$ cat config.mk
export PLATFORM = sky130hd
export DESIGN_NAME = sort_scheduler_flat
export DESIGN_NICKNAME = d
export VERILOG_FILES = /design/src/rtl/sort_scheduler_if.sv /design/src/rtl/sort_scheduler.sv /design/src/flat_wrapper.sv
export SDC_FILE = /design/constraint.sdc
export NUM_CORES = 1
export LEC_CHECK = 0
export ABC_AREA = 0
export CORE_MARGIN = 4
export CORE_UTILIZATION = 30
export CTS_CLUSTER_SIZE = 12
export DETAILED_ROUTE_END_ITERATION = 16
export PLACE_DENSITY_LB_ADDON = 0.15
export SLEW_MARGIN = 20
export SYNTH_ARGS = -nofsm -noshare
export SYNTH_HDL_FRONTEND = slang
export SYNTH_SLANG_ARGS = --single-unit
$ cat constraint.sdc
create_clock -name clk -period 12.5 [get_ports clk]
set_input_delay 2.5 -clock clk [delete_from_list [all_inputs] [get_ports clk]]
set_output_delay 2.5 -clock clk [all_outputs]
set_load 0.05 [all_outputs]
$ cat src/rtl/sort_scheduler_if.sv
// Valve-scheduling bus between the entry-sensor side (master) and sort_scheduler (slave).
// The flush signal exists only when SORT_FLUSH_EN is defined.
interface sort_scheduler_if #(
    parameter int DEPTH = 4
);
    // part_detect is a one-cycle push strobe with no back-pressure; part_ready is a one-cycle
    // issue strobe with no acknowledge, and the decision bits stay valid until the next issue.
    logic                     part_detect;
    logic                     valve1_req;
    logic                     valve2_req;
`ifdef SORT_FLUSH_EN
    logic                     flush;
`endif
    logic                     part_ready;
    logic                     valve1_decision;
    logic                     valve2_decision;
    logic [$clog2(DEPTH):0]   queue_count;
    logic                     busy;
    logic                     overflow;
    logic [1:0]               dbg_state;

`ifdef SORT_FLUSH_EN
    modport master (
        output part_detect, valve1_req, valve2_req, flush,
        input  part_ready, valve1_decision, valve2_decision, queue_count, busy, overflow,
               dbg_state
    );
    modport slave (
        input  part_detect, valve1_req, valve2_req, flush,
        output part_ready, valve1_decision, valve2_decision, queue_count, busy, overflow,
               dbg_state
    );
`else
    modport master (
        output part_detect, valve1_req, valve2_req,
        input  part_ready, valve1_decision, valve2_decision, queue_count, busy, overflow,
               dbg_state
    );
    modport slave (
        input  part_detect, valve1_req, valve2_req,
        output part_ready, valve1_decision, valve2_decision, queue_count, busy, overflow,
               dbg_state
    );
`endif
endinterface

$ cat src/rtl/sort_scheduler.sv
// Timestamped valve-decision queue: issues each part's decision TRAVEL_CYCLES after detection,
// with at least HOLDOFF idle edges between issues. Define SORT_FLUSH_EN to add the flush input.
module sort_scheduler #(
    parameter int DEPTH         = 4,
    parameter int TRAVEL_CYCLES = 100000,
    parameter int HOLDOFF       = 1000,
    parameter int TW            = 20
) (
    input  logic              clk,
    input  logic              rst_n,
    sort_scheduler_if.slave   bus
);
    localparam int AW = $clog2(DEPTH);
    localparam int CW = AW + 1;
    localparam int HW = (HOLDOFF > 2) ? $clog2(HOLDOFF) : 1;

    localparam logic [TW-1:0] LP_TRAVEL    = TW'(TRAVEL_CYCLES);
    localparam logic [CW-1:0] LP_FULL      = CW'(DEPTH);
    localparam logic [HW-1:0] LP_HOLD_LAST = HW'((HOLDOFF >= 2) ? (HOLDOFF - 2) : 0);

    typedef enum logic [1:0] {
        S_IDLE     = 2'd0,
        S_WAIT_DUE = 2'd1,
        S_ISSUE    = 2'd2,
        S_HOLDOFF  = 2'd3
    } state_t;

    state_t          r_state;
    logic [TW-1:0]   r_now;
    logic [AW-1:0]   r_wr_ptr;
    logic [AW-1:0]   r_rd_ptr;
    logic [CW-1:0]   r_count;
    logic [HW-1:0]   r_hold;
    logic            r_part_ready;
    logic            r_valve1;
    logic            r_valve2;
    logic            r_overflow;

    logic [TW-1:0]   r_stamp [DEPTH];
    logic [DEPTH-1:0] r_d1;
    logic [DEPTH-1:0] r_d2;

    logic            w_flush;
    logic            w_full;
    logic [TW-1:0]   w_age;
    logic            w_due;
    logic            w_pop;
    logic            w_push;
    logic            w_drop;
    logic            w_nonempty_next;
    logic            w_d1;
    logic            w_d2;

`ifdef SORT_FLUSH_EN
    assign w_flush = bus.flush;
`else
    assign w_flush = 1'b0;
`endif

    // Modular age: correct across timestamp wrap as long as 2^TW exceeds the worst queue wait.
    assign w_full  = (r_count == LP_FULL);
    assign w_age   = r_now - r_stamp[r_rd_ptr];
    assign w_due   = (r_count != '0) && (w_age >= LP_TRAVEL);
    assign w_pop   = !w_flush && (r_state == S_WAIT_DUE) && w_due;
    assign w_push  = !w_flush && bus.part_detect && (!w_full || w_pop);
    assign w_drop  = !w_flush && bus.part_detect && w_full && !w_pop;
    assign w_nonempty_next = (r_count != '0) || w_push;

    // Valve 1 wins when both requests are raised.
    assign w_d1 = bus.valve1_req;
    assign w_d2 = bus.valve2_req & ~bus.valve1_req;

    always_ff @(posedge clk) begin
        if (w_push) begin
            r_stamp[r_wr_ptr] <= r_now;
            r_d1[r_wr_ptr]    <= w_d1;
            r_d2[r_wr_ptr]    <= w_d2;
        end
    end

    always_ff @(posedge clk or negedge rst_n) begin
        if (!rst_n) begin
            r_state      <= S_IDLE;
            r_now        <= '0;
            r_wr_ptr     <= '0;
            r_rd_ptr     <= '0;
            r_count      <= '0;
            r_hold       <= '0;
            r_part_ready <= 1'b0;
            r_valve1     <= 1'b0;
            r_valve2     <= 1'b0;
            r_overflow   <= 1'b0;
        end else begin
            r_now        <= r_now + TW'(1);
            r_part_ready <= 1'b0;
            if (w_drop) begin
                r_overflow <= 1'b1;
            end
            if (w_flush) begin
                r_wr_ptr <= '0;
                r_rd_ptr <= '0;
                r_count  <= '0;
                r_hold   <= '0;
                r_state  <= S_IDLE;
            end else begin
                if (w_push) begin
                    r_wr_ptr <= r_wr_ptr + AW'(1);
                end
                if (w_pop) begin
                    r_rd_ptr <= r_rd_ptr + AW'(1);
                end
                if (w_push && !w_pop) begin
                    r_count <= r_count + CW'(1);
                end else if (w_pop && !w_push) begin
                    r_count <= r_count - CW'(1);
                end

                case (r_state)
                    S_IDLE: begin
                        if (w_push) begin
                            r_state <= S_WAIT_DUE;
                        end
                    end
                    S_WAIT_DUE: begin
                        if (w_pop) begin
                            r_state      <= S_ISSUE;
                            r_part_ready <= 1'b1;
                            r_valve1     <= r_d1[r_rd_ptr];
                            r_valve2     <= r_d2[r_rd_ptr];
                        end
                    end
                    S_ISSUE: begin
                        // The ISSUE cycle is the first of the HOLDOFF quiet edges.
                        r_hold <= '0;
                        if (HOLDOFF > 1) begin
                            r_state <= S_HOLDOFF;
                        end else begin
                            r_state <= w_nonempty_next ? S_WAIT_DUE : S_IDLE;
                        end
                    end
                    S_HOLDOFF: begin
                        if (r_hold == LP_HOLD_LAST) begin
                            r_state <= w_nonempty_next ? S_WAIT_DUE : S_IDLE;
                        end else begin
                            r_hold <= r_hold + HW'(1);
                        end
                    end
                    default: begin
                        r_state <= S_IDLE;
                    end
                endcase
            end
        end
    end

    assign bus.part_ready      = r_part_ready;
    assign bus.valve1_decision = r_valve1;
    assign bus.valve2_decision = r_valve2;
    assign bus.queue_count     = r_count;
    assign bus.busy            = (r_state != S_IDLE);
    assign bus.overflow        = r_overflow;
    assign bus.dbg_state       = r_state;

endmodule

$ cat src/flat_wrapper.sv
// flat-port wrapper written by rule: the top's interface ports become plain ports
module sort_scheduler_flat 
#(
    parameter int DEPTH         = 4,
    parameter int TRAVEL_CYCLES = 100000,
    parameter int HOLDOFF       = 1000,
    parameter int TW            = 20
)
  (clk, rst_n, bus_part_detect, bus_valve1_req, bus_valve2_req, bus_part_ready, bus_valve1_decision, bus_valve2_decision, bus_queue_count, bus_busy, bus_overflow, bus_dbg_state);
  sort_scheduler_if #(.DEPTH(DEPTH)) bus_i ();
  input  logic clk;
  input  logic rst_n;
  input wire logic [$bits(bus_i.part_detect)-1:0] bus_part_detect;
  input wire logic [$bits(bus_i.valve1_req)-1:0] bus_valve1_req;
  input wire logic [$bits(bus_i.valve2_req)-1:0] bus_valve2_req;
  output wire logic [$bits(bus_i.part_ready)-1:0] bus_part_ready;
  output wire logic [$bits(bus_i.valve1_decision)-1:0] bus_valve1_decision;
  output wire logic [$bits(bus_i.valve2_decision)-1:0] bus_valve2_decision;
  output wire logic [$bits(bus_i.queue_count)-1:0] bus_queue_count;
  output wire logic [$bits(bus_i.busy)-1:0] bus_busy;
  output wire logic [$bits(bus_i.overflow)-1:0] bus_overflow;
  output wire logic [$bits(bus_i.dbg_state)-1:0] bus_dbg_state;
  assign bus_i.part_detect = bus_part_detect;
  assign bus_i.valve1_req = bus_valve1_req;
  assign bus_i.valve2_req = bus_valve2_req;
  assign bus_part_ready = bus_i.part_ready;
  assign bus_valve1_decision = bus_i.valve1_decision;
  assign bus_valve2_decision = bus_i.valve2_decision;
  assign bus_queue_count = bus_i.queue_count;
  assign bus_busy = bus_i.busy;
  assign bus_overflow = bus_i.overflow;
  assign bus_dbg_state = bus_i.dbg_state;
  sort_scheduler #(.DEPTH(DEPTH), .TRAVEL_CYCLES(TRAVEL_CYCLES), .HOLDOFF(HOLDOFF), .TW(TW)) u_core (.clk(clk), .rst_n(rst_n), .bus(bus_i));
endmodule
==> results.cfg <==
[setup_path]
r2r_end = u_core.bus.queue_count[2]
crit_fanout = 14
r2r-start = u_core.r_rd_ptr[0]
worstSetupPathType = flop to flop
r2r_cells = 19
rrSetupSlack_ns = 7.34
end_kind = flop
worstPathRequired_ns = 12.83
crit_chain = buf_4 > mux4_2 > inv_1 > ha_1 > a21oi_1 > o21a_1 > o21bai_1 > nor2_1 > xor2_1 > nand3_1 > o31ai_4 > a21boi_4 > inv_1 > ha_1 > inv_1 > fa_1 > xor2_1 > nor2_1 > xor2_1
crit_family = compound AO/OA/AOI/OAI gates
cp.buffers_inverters = 4
worst_setup_path_start_kind = flop
critPathArrivalTime_ns = 5.49
crit_slowest_cell = dfrtp_1
max_stage_delay_ns = 0.77
startpoint = u_core.r_rd_ptr[0]

[global_route]
grt_start_max_net_pins = 44
grt.total_usage = 0.1178
grt_pass1_wl_um = 21720
antenna_found_initial = 0
grt_overflow = 0
grt_pass1_vias = 3928

[clocking]
clock-root-buffer = clkbuf_16
postCtsSetupRepairBufs = 0
cts_made_buffers = 17
clock_latency_ns = 0.42
htree_levels = 4
cts_resized = 0
cts_tree = yes
path_clk_slew_ns = 0.06
clock_sinks = 131
ctsHoldBuffers = 0
clock_path_buffers = 2

[status]
status = finished, final reports clean

[route]
vias = 3681
postRouteAntennaNets = 0
drt-initial-drc-count = 175
remaining_drc_errors = 0
firstDrtPassIters = 7
routed_via_density = 4.774
wl_per_cell_um = 17.05
routed_wl_um = 13150

[cells_and_area]
finalInstanceArea_mm2 = 0.007478
area_delta_synth_final_pct = 16.08
diodes = 0
drive_gt1_frac = 0.1794
layout_commonest_cell = edfxtp_1
nFillCells = 2042
layout.nets = 522
seq_area_mm2 = 0.003720
instances_no_fill = 771
multi_input_area_mm2 = 0.002567
layout_common_cells = edfxtp_1, dfrtp_1, inv_1

[die]
ios = 15
initial_core_util = 0.3055
die_width_um = 154.5
row_count = 53
core_mm2 = 0.02109
die_y_um = 154.5
dieArea_mm2 = 0.02388

[sta]
fin_crit_sh = 0.4128
setup_tns_ns = 0
tightest_slew_ns = 0.9053
finalClockSkew_ns = 0.01579
timing.final.ws_setup_ns = 7.340
hold_viol = 0
relSlewSlack = 0.3885
setup_viol = 0
rsz0062_at_grt = no
maxClockFrequency_ghz = 0.1938
slew_violations = 0
layout_min_cycle_time_ns = 5.160

[placed_design]
hpwl_um = 9033
dp_cells = 739
place_area_mm2 = 0.006904
preCtsSetupSlack_ns = 7.269
place_congestion = 0.7409
io_buffers = 14

[yosys]
avgSynthCellArea_um2 = 14.16
synth_ff_type = edfxtp_1
synth_cell_types = 64
ys_warn_count = 0
synth_edf_count = 88
ys_seq_area_frac = 0.5772
async_flop_share = 0.3282
synth_cells = 455
syn_area_mm2 = 0.006442
synth_nets = 494
yosys_register_bits = 131

[worst_hold_path]
hold_path_end = u_core.bus.overflow
hold_path.startpoint = u_core.bus.overflow
min_delay_path_depth = 1
hp-class = flop to flop

[pwr]
totalPowerFinal_mw = 1.799
p_leak_nw = 2.897
p_per_area_mw_per_mm2 = 240.5
ir_drop_mv = 0.08580

[job]
max_cap_violations = 0
-- cells by family after synthesis --
group | count (synthesis) | synth area share
and+or+nand+nor | 104 | 0.08390
buffers and inverters | 40 | 0.02505
xor gates and xnor gates | 40 | 0.05555
muxes | 29 | 0.09050
adders and majority gates | 34 | 0.06836
DFF | 131 | 0.5772
AOI/OAI and AO/OA | 77 | 0.09944
-- stage by stage --
| stage | hold slack [ns] | utilization |
|---|---|---|
| 4_1_cts | 0.4800 | 0.3546 |
| 2_1_floorplan | 0.4747 | - |
| 3_5_place_dp | 0.4637 | 0.3274 |
| 6_report | 0.4725 | 0.3546 |
| 3_3_place_gp | 0.4569 | 0.3272 |
| 5_1_grt | 0.5113 | 0.3546 |
-- worst max path at each step --
stage / to / slack [ns] / depth (start not counted)
finish: u_core.bus.queue_count[2] / 7.34 / 19
floorplan: u_core.bus.queue_count[1] / 7.96 / 19
global placement: u_core.r_stamp[1][2] / 7.25 / 13
global route: u_core.bus.queue_count[2] / 6.90 / 19
CTS: u_core.bus.queue_count[2] / 7.24 / 19
detailed placement: u_core.bus.queue_count[2] / 7.27 / 19
-- area by class of cell --
class                      instances  share of cell area
timing repair buffer              16             0.02008
clock buffer                      18             0.05739
clock inverter                    14             0.01924
sequential                       131              0.4974
tap                              275             0.04601
multi-input combinational        284              0.3433
inverter                          33             0.01656
-- per-layer routing --
| layer | global-route usage | vias to the layer above | part of all wire |
|---|---|---|---|
| met5 | 0 | - | 0 |
| met1 | 0.1693 | 1866 | 0.51 |
| met3 | 0.02770 | 4 | 0.026 |
| met4 | 0.03406 | 0 | 0.0059 |
| met2 | 0.1785 | 41 | 0.46 |
| li1 | - | 1770 | - |
-- power by group --
group / leakage (nW) / internal, mW / switching (mW)
Sequential: 1.38 / 0.558 / 0.0673
Clock: 0.268 / 0.280 / 0.201
Combinational: 1.25 / 0.296 / 0.397
Total: 2.90 / 1.13 / 0.665
-- Yosys cell counts (3+ instances only) --
library cell  instances  area [um2]
a21oi_1              14       70.07
a21o_1                6       45.04
o211a_1               3       30.03
o21ai_0              11       55.05
nand2_1              21       78.83
o21ai_1               3       15.01
xor2_1               18       157.7
nor2_1               18       67.56
a41oi_1               4       35.03
nor3b_1               3       22.52
nand3_1              20       100.1
o21a_1                4       30.03
inv_1                33       123.9
clkbuf_1              4       15.01
a31oi_1               3       18.77
and2_1                9       56.30
and3_1                7       43.79
mux2_4                3       45.04
xnor2_1              21       183.9
mux4_2               22       495.5
edfxtp_1             88        2643
nand4_1               5       31.28
nor3_1                6       30.03
dfrtp_1              43        1076
ha_1                 32       400.4
o31ai_4               3       63.81
a211oi_1              3       22.52
-- worst reg2reg max path: stages, from the launching register on --
cell      delay (ns)
dfrtp_1         0.77
buf_4           0.43
mux4_2          0.55
inv_1           0.10
ha_1            0.32
a21oi_1         0.34
o21a_1          0.22
o21bai_1        0.13
nor2_1          0.15
xor2_1          0.15
nand3_1         0.12
o31ai_4         0.49
a21boi_4        0.19
inv_1           0.09
ha_1            0.17
inv_1           0.06
fa_1            0.37
xor2_1          0.17
nor2_1          0.11
xor2_1          0.16
-- state kept, by name, summed over array words and instances (netlist names) --
name and cells:
u_core.bus.overflow 1, u_core.r_d1 4, u_core.r_stamp 80, u_core.bus.queue_count 3, u_core.bus.part_ready 1, u_core.bus.valve1_decision 1, u_core.r_now 20, u_core.r_rd_ptr 2
u_core.r_d2 4, u_core.bus.valve2_decision 1, u_core.r_wr_ptr 2, u_core.bus.dbg_state 2, u_core.r_hold 10
(Power assumes the default switching activity.)
